--- src/rtl/servo_ramp_scheduler.sv ---
// -----------------------------------------------------------------------------
// servo_ramp_scheduler
//
// Sequences the angle command handed to the servo PWM generator so the servo
// never jumps. Sign-magnitude commands arrive over a valid/ready handshake and
// are clamped to MAX_MAG. A registered position is then slewed toward the
// target by at most STEP units per servo frame. After arrival the block waits
// SETTLE_FRAMES frames and pulses done.
//
// Parameters:
//   FRAME_CYCLES   clocks per servo frame
//   STEP           maximum magnitude change per frame (1..255)
//   MAX_MAG        command magnitude clamp
//   SETTLE_FRAMES  frames to wait after arrival before done (0..255)
//
// Ports:
//   clk             system clock
//   rst_a_n         asynchronous active-low reset
//   cmd_valid       command present
//   cmd_angle       command magnitude [15:0]
//   cmd_negative    command sign (1 = negative)
//   cmd_ready       command can be accepted (= ~hold)
//   hold            freeze: no steps, no settle counting, no accepts
//   absolute_angle  current position magnitude, registered [15:0]
//   is_negative     current position sign, registered, never set for zero
//   busy            ramping or settling
//   frame_tick      one-cycle pulse at frame end
//   done            one-cycle pulse: target reached and settled
// -----------------------------------------------------------------------------
module servo_ramp_scheduler #(
    parameter int          FRAME_CYCLES  = 1_000_000,
    parameter int          STEP          = 4,
    parameter logic [15:0] MAX_MAG       = 16'h01FF,
    parameter int          SETTLE_FRAMES = 8
) (
    input  logic        clk,
    input  logic        rst_a_n,
    input  logic        cmd_valid,
    input  logic [15:0] cmd_angle,
    input  logic        cmd_negative,
    output logic        cmd_ready,
    input  logic        hold,
    output logic [15:0] absolute_angle,
    output logic        is_negative,
    output logic        busy,
    output logic        frame_tick,
    output logic        done
);

    localparam int CNT_W = (FRAME_CYCLES > 1) ? $clog2(FRAME_CYCLES) : 1;
    localparam logic [CNT_W-1:0] FRAME_LAST = CNT_W'(FRAME_CYCLES - 1);

    localparam logic [1:0] ST_IDLE   = 2'd0;
    localparam logic [1:0] ST_RAMP   = 2'd1;
    localparam logic [1:0] ST_SETTLE = 2'd2;

    localparam logic signed [17:0] STEP_WIDE   = 18'(STEP);
    localparam logic signed [17:0] STEP_WIDE_N = -18'(STEP);
    localparam logic signed [16:0] STEP_POS    = 17'(STEP);
    localparam logic [8:0]         SETTLE_LAST = 9'(SETTLE_FRAMES);

    logic [CNT_W-1:0]   frame_cnt_reg;
    logic signed [16:0] pos_reg, pos_next;
    logic signed [16:0] tgt_reg, tgt_next;
    logic [7:0]         settle_reg, settle_next;
    logic [1:0]         state_reg, state_next;
    logic               done_reg, done_next;
    logic [15:0]        mag_reg, mag_next;
    logic               neg_reg;

    logic [15:0]        clamp_mag;
    logic signed [16:0] cmd_tgt;
    logic signed [17:0] diff;
    logic               diff_small;
    logic signed [16:0] pos_step;
    logic [8:0]         settle_inc;
    logic               accept;
    logic               step_en;

    assign cmd_ready      = ~hold;
    assign accept         = cmd_valid & ~hold;
    assign frame_tick     = (frame_cnt_reg == FRAME_LAST);
    assign step_en        = frame_tick & ~hold;
    assign busy           = (state_reg != ST_IDLE);
    assign done           = done_reg;
    assign absolute_angle = mag_reg;
    assign is_negative    = neg_reg;

    // Command conversion: clamp, fold -0 into +0, then two's complement.
    always_comb begin
        clamp_mag = (cmd_angle > MAX_MAG) ? MAX_MAG : cmd_angle;
        if (cmd_negative && (clamp_mag != 16'd0)) begin
            cmd_tgt = -$signed({1'b0, clamp_mag});
        end else begin
            cmd_tgt = $signed({1'b0, clamp_mag});
        end
    end

    // Distance to target in 18 bits so the full 17-bit range never overflows.
    always_comb begin
        diff       = {tgt_reg[16], tgt_reg} - {pos_reg[16], pos_reg};
        diff_small = (diff <= STEP_WIDE) && (diff >= STEP_WIDE_N);
        pos_step   = diff[17] ? (pos_reg - STEP_POS) : (pos_reg + STEP_POS);
        settle_inc = {1'b0, settle_reg} + 9'd1;
    end

    always_comb begin
        pos_next    = pos_reg;
        tgt_next    = tgt_reg;
        settle_next = settle_reg;
        state_next  = state_reg;
        done_next   = 1'b0;

        case (state_reg)
            ST_RAMP: begin
                if (step_en) begin
                    if (diff_small) begin
                        pos_next    = tgt_reg;
                        settle_next = 8'd0;
                        if (SETTLE_FRAMES == 0) begin
                            state_next = ST_IDLE;
                            done_next  = 1'b1;
                        end else begin
                            state_next = ST_SETTLE;
                        end
                    end else begin
                        pos_next = pos_step;
                    end
                end
            end
            ST_SETTLE: begin
                if (step_en) begin
                    settle_next = settle_inc[7:0];
                    if (settle_inc == SETTLE_LAST) begin
                        state_next = ST_IDLE;
                        done_next  = 1'b1;
                    end
                end
            end
            default: ;
        endcase

        // An accept overrides the state decision made above. A coincident
        // step still moves pos toward the old target, but a completing step
        // no longer ends the ramp: the new target takes over next frame.
        if (accept) begin
            tgt_next = cmd_tgt;
            if (cmd_tgt == pos_reg) begin
                // Already there: hold position so a coincident step cannot
                // move us away from the target we just declared reached.
                pos_next   = pos_reg;
                state_next = ST_IDLE;
                done_next  = 1'b1;
            end else begin
                state_next = ST_RAMP;
                done_next  = 1'b0;
            end
        end
    end

    // Output magnitude from the next position so outputs track pos exactly.
    always_comb begin
        if (pos_next[16]) begin
            mag_next = ~pos_next[15:0] + 16'd1;
        end else begin
            mag_next = pos_next[15:0];
        end
    end

    always_ff @(posedge clk or negedge rst_a_n) begin
        if (!rst_a_n) begin
            frame_cnt_reg <= '0;
            pos_reg       <= '0;
            tgt_reg       <= '0;
            settle_reg    <= '0;
            state_reg     <= ST_IDLE;
            done_reg      <= 1'b0;
            mag_reg       <= '0;
            neg_reg       <= 1'b0;
        end else begin
            frame_cnt_reg <= frame_tick ? '0 : frame_cnt_reg + 1'b1;
            pos_reg       <= pos_next;
            tgt_reg       <= tgt_next;
            settle_reg    <= settle_next;
            state_reg     <= state_next;
            done_reg      <= done_next;
            mag_reg       <= mag_next;
            neg_reg       <= pos_next[16];
        end
    end

endmodule

--- config.mk ---
export PLATFORM = sky130hd
export DESIGN_NAME = servo_ramp_scheduler
export DESIGN_NICKNAME = d
export VERILOG_FILES = /design/src/rtl/servo_ramp_scheduler.sv
export SDC_FILE = /design/constraint.sdc
export NUM_CORES = 1
export LEC_CHECK = 0
export ABC_AREA = 1
export CAP_MARGIN = 40
export CORE_UTILIZATION = 55
export DETAILED_ROUTE_END_ITERATION = 7
export HOLD_SLACK_MARGIN = 0.05
export PLACE_DENSITY_LB_ADDON = 0.05
export SLEW_MARGIN = 20
export SYNTH_ARGS = -nofsm -noshare
export SYNTH_HDL_FRONTEND = slang
export SYNTH_SLANG_ARGS = --single-unit
--- constraint.sdc ---
create_clock -name clk -period 8.06 [get_ports clk]
set_clock_uncertainty 0.1 [all_clocks]
set_input_delay 2.418 -clock clk [delete_from_list [all_inputs] [get_ports clk]]
set_output_delay 2.418 -clock clk [all_outputs]
set_load 0.02 [all_outputs]
==> flow_metrics.py <==
metrics = {
    "synth": {
        "synth-seq-area-share_pct": 30.1,
        "ys_warn_count": 0,
        "synth_async_sr_flop_share_pct": 100,
        "ys_ff_latch": 80,
        "syn_area_sq_um": 6660,
        "synth_cells": 998,
        "ys_types": 46,
        "synth_nets": 1056,
        "yosys_most_used_dff": "dfrtp_1",
        "synth_area_per_cell_sq_um": 6.67,
        "synth_enable_flop_cells": 0,
    },
    "setup_path": {
        "worst_path_max_delay_cell": "o21ai_2",
        "reg2reg_from": "pos_reg[2]$_DFF_PN0_",
        "endpoint_kind": "register",
        "worst-r2r-cell-count": 28,
        "crit_path_frequent_cell": "nor2_1",
        "r2r_setup_slack_ns": 3.00,
        "critPathTopFamily": "simple AND/OR/NAND/NOR gates",
        "path_buf_inv": 6,
        "r2r-end": "absolute_angle[2]$_DFF_PN0_",
        "critical_path_class": "primary input to register",
        "cp_max_fo": 22,
        "worst_setup_path_start_kind": "primary input",
        "cpPeakStageDelay_ns": 0.44,
        "crit_required_ns": 8.20,
        "crit_cells": 27,
        "arrival_ns": 7.00,
    },
    "drt": {
        "via_per_inst": 5.38,
        "num_vias": 6388,
        "dr.pass1.iters": 8,
        "dr.first_iter.drc_count": 439,
        "antenna_left": 0,
        "drt-total-wl_microns": 16900,
        "remaining_drc_errors": 1,
        "wl_per_cell_microns": 14.3,
    },
    "min_path": {
        "min_path_cells": 1,
        "hold_class": "register to register",
        "min_to": "frame_cnt_reg[2]$_DFF_PN0_",
        "worstHoldStart": "frame_cnt_reg[2]$_DFF_PN0_",
    },
    "timing": {
        "rsz0062_at_grt": "false",
        "hold_viol": 0,
        "drv_slew": 0,
        "fin_crit_sh_pct": 85.1,
        "finalCriticalPeriod_ns": 6.86,
        "relSlewSlack_pct": 53.7,
        "tightest_slew_ns": 0.693,
        "finalSetupViolations": 0,
        "fin_tns_setup_ns": 0,
        "max_freq_ghz": 0.146,
    },
    "global_route": {
        "grt-ovfl-total": 0,
        "grt_max_degree": 58,
        "antenna_found_initial": 0,
        "grt_usage_pct": 29.1,
        "grt_pass1_wl_microns": 29000,
        "grt_pass1_vias": 5995,
    },
    "final_layout": {
        "largest_reg_flops": 20,
        "drive_above_1_share_pct": 7.28,
        "area_delta_synth_final_pct": 13.1,
        "register_area_sq_um": 2000,
        "final_cells": 1187,
        "nFillCells": 1082,
        "n_antenna_cell": 0,
        "multi_input_area_sq_um": 3990,
        "nets": 1097,
    },
    "floorplan": {
        "rows": 39,
        "die_y_microns": 112,
        "die_area_sq_um": 12600,
        "core-area_sq_um": 11600,
        "start_util_pct": 57.3,
        "pin_count": 42,
        "die_w_microns": 112,
    },
    "clock_tree": {
        "cts_setup_buffers": 0,
        "cts_buffers": 9,
        "cts.clk_slew.worst_paths_ns": 0.06,
        "root_buffer": "clkbuf_16",
        "hold_buffers": 0,
        "clock-sinks": 80,
        "htree_levels": 3,
        "ctsResizeCount": 0,
        "cts_tree": "yes",
        "worstSkewPairLatency_ns": 0.35,
        "cts_buffer_depth": 2,
    },
    "placement": {
        "dp.cells": 1171,
        "dp_hpwl_microns": 13400,
        "io_buffers": 41,
        "gp_congestion": 0.899,
    },
    "outcome": {
        "violations": "DRC",
        "run_status": "finished with violations",
    },
    "power_and_ir_drop": {
        "ir_drop_mv": 0.147,
        "leakage_uw": 0.00400,
        "power.density_nw_per_um2": 155,
    },
    "flow_run": {
        "drv_cap": 0,
    },
}
-- cells in the final DEF, fill, tap and decap left out, types with 4 or more instances in the layout --
| master | n |
|---|---|
| ha_1 | 35 |
| nand4_1 | 22 |
| xor2_1 | 26 |
| nand3_2 | 12 |
| nor2_1 | 87 |
| nand4_2 | 4 |
| clkdlybuf4s50_1 | 40 |
| nand3b_1 | 4 |
| nor2_2 | 10 |
| nor3_1 | 9 |
| nand2_1 | 308 |
| nand3_1 | 105 |
| nand2_2 | 9 |
| a31oi_1 | 6 |
| a21oi_1 | 34 |
| nor4_1 | 4 |
| nor2_4 | 5 |
| dfrtp_1 | 80 |
| clkbuf_16 | 9 |
| o21ai_0 | 28 |
| inv_2 | 8 |
| xnor2_1 | 12 |
| inv_1 | 145 |
-- final cells by class --
| type | instances | share of cell area (%) |
|---|---|---|
| multi-input cells | 751 | 53.0 |
| clock inverters | 4 | 1.01 |
| clock buffers | 12 | 3.41 |
| repair buffers | 44 | 5.98 |
| inverters | 153 | 7.63 |
| well taps | 143 | 2.38 |
| flip-flops and latches | 80 | 26.6 |
-- synthesized netlist by cell type (3+ instances only) --
| library cell | number | area share [%] |
|---|---|---|
| clkbuf_1 | 3 | 0.17 |
| or2_0 | 3 | 0.28 |
| a31oi_1 | 6 | 0.56 |
| nor2_4 | 5 | 0.85 |
| nand4_2 | 4 | 0.75 |
| buf_6 | 3 | 0.51 |
| nand3_1 | 105 | 7.9 |
| dfrtp_1 | 80 | 30 |
| buf_4 | 3 | 0.34 |
| nand4_1 | 22 | 2.1 |
| xnor2_1 | 12 | 1.6 |
| nand2_1 | 308 | 17 |
| nor2_2 | 10 | 0.94 |
| nand2_2 | 9 | 0.85 |
| inv_1 | 145 | 8.2 |
| nor3_1 | 9 | 0.68 |
| nor2_1 | 87 | 4.9 |
| o21ai_2 | 3 | 0.39 |
| xor2_1 | 26 | 3.4 |
| inv_2 | 8 | 0.45 |
| a21oi_1 | 34 | 2.6 |
| o21ai_0 | 28 | 2.1 |
| nand3b_1 | 4 | 0.45 |
| nor4_1 | 4 | 0.38 |
| a21o_1 | 3 | 0.34 |
| buf_2 | 5 | 0.38 |
| nand3_2 | 12 | 1.8 |
| ha_1 | 35 | 6.6 |
-- metrics by stage --
stage	area (sq um)	power (uW)	util [%]	hold slack, ns	worst slack, ns
6_report	7530	1170	64.8	0.392	1.20
5_1_grt	7530	1230	64.8	0.420	0.503
4_1_cts	7530	1180	64.8	0.394	1.24
3_5_place_dp	7200	721	62.0	0.383	0.868
3_3_place_gp	7170	716	61.7	0.380	1.01
2_1_floorplan	6660	644	-	0.362	2.37
-- cells by family after synthesis --
family          after synthesis  synth area share (%)
simple gates                590                  40.3
flops                        80                  30.1
compound gates               85                  7.20
xor+xnor                     39                  5.24
fa+ha+maj                    37                  7.18
buf+inv                     167                  10.0
-- how the worst max path moves through the flow --
stage	start	end	slack, ns
floorplan	cmd_angle[10]	absolute_angle[14]$_DFF_PN0_	2.37
global placement	cmd_angle[10]	absolute_angle[5]$_DFF_PN0_	1.01
detailed placement	cmd_angle[10]	absolute_angle[2]$_DFF_PN0_	0.87
CTS	cmd_angle[10]	absolute_angle[2]$_DFF_PN0_	1.24
global route	cmd_angle[10]	absolute_angle[2]$_DFF_PN0_	0.50
finish	cmd_angle[10]	absolute_angle[2]$_DFF_PN0_	1.20
-- layer usage --
metal	wire length [microns]	track usage [%]
met1	8020	40.8
met2	7670	47.2
met4	261	8.09
met3	976	4.37
met5	0	0
-- power breakdown --
part | internal [uW] | switching [uW]
combinational | 106 | 182
clock | 289 | 165
sequential | 414 | 13.7
Power figures use the tool's default switching activity.
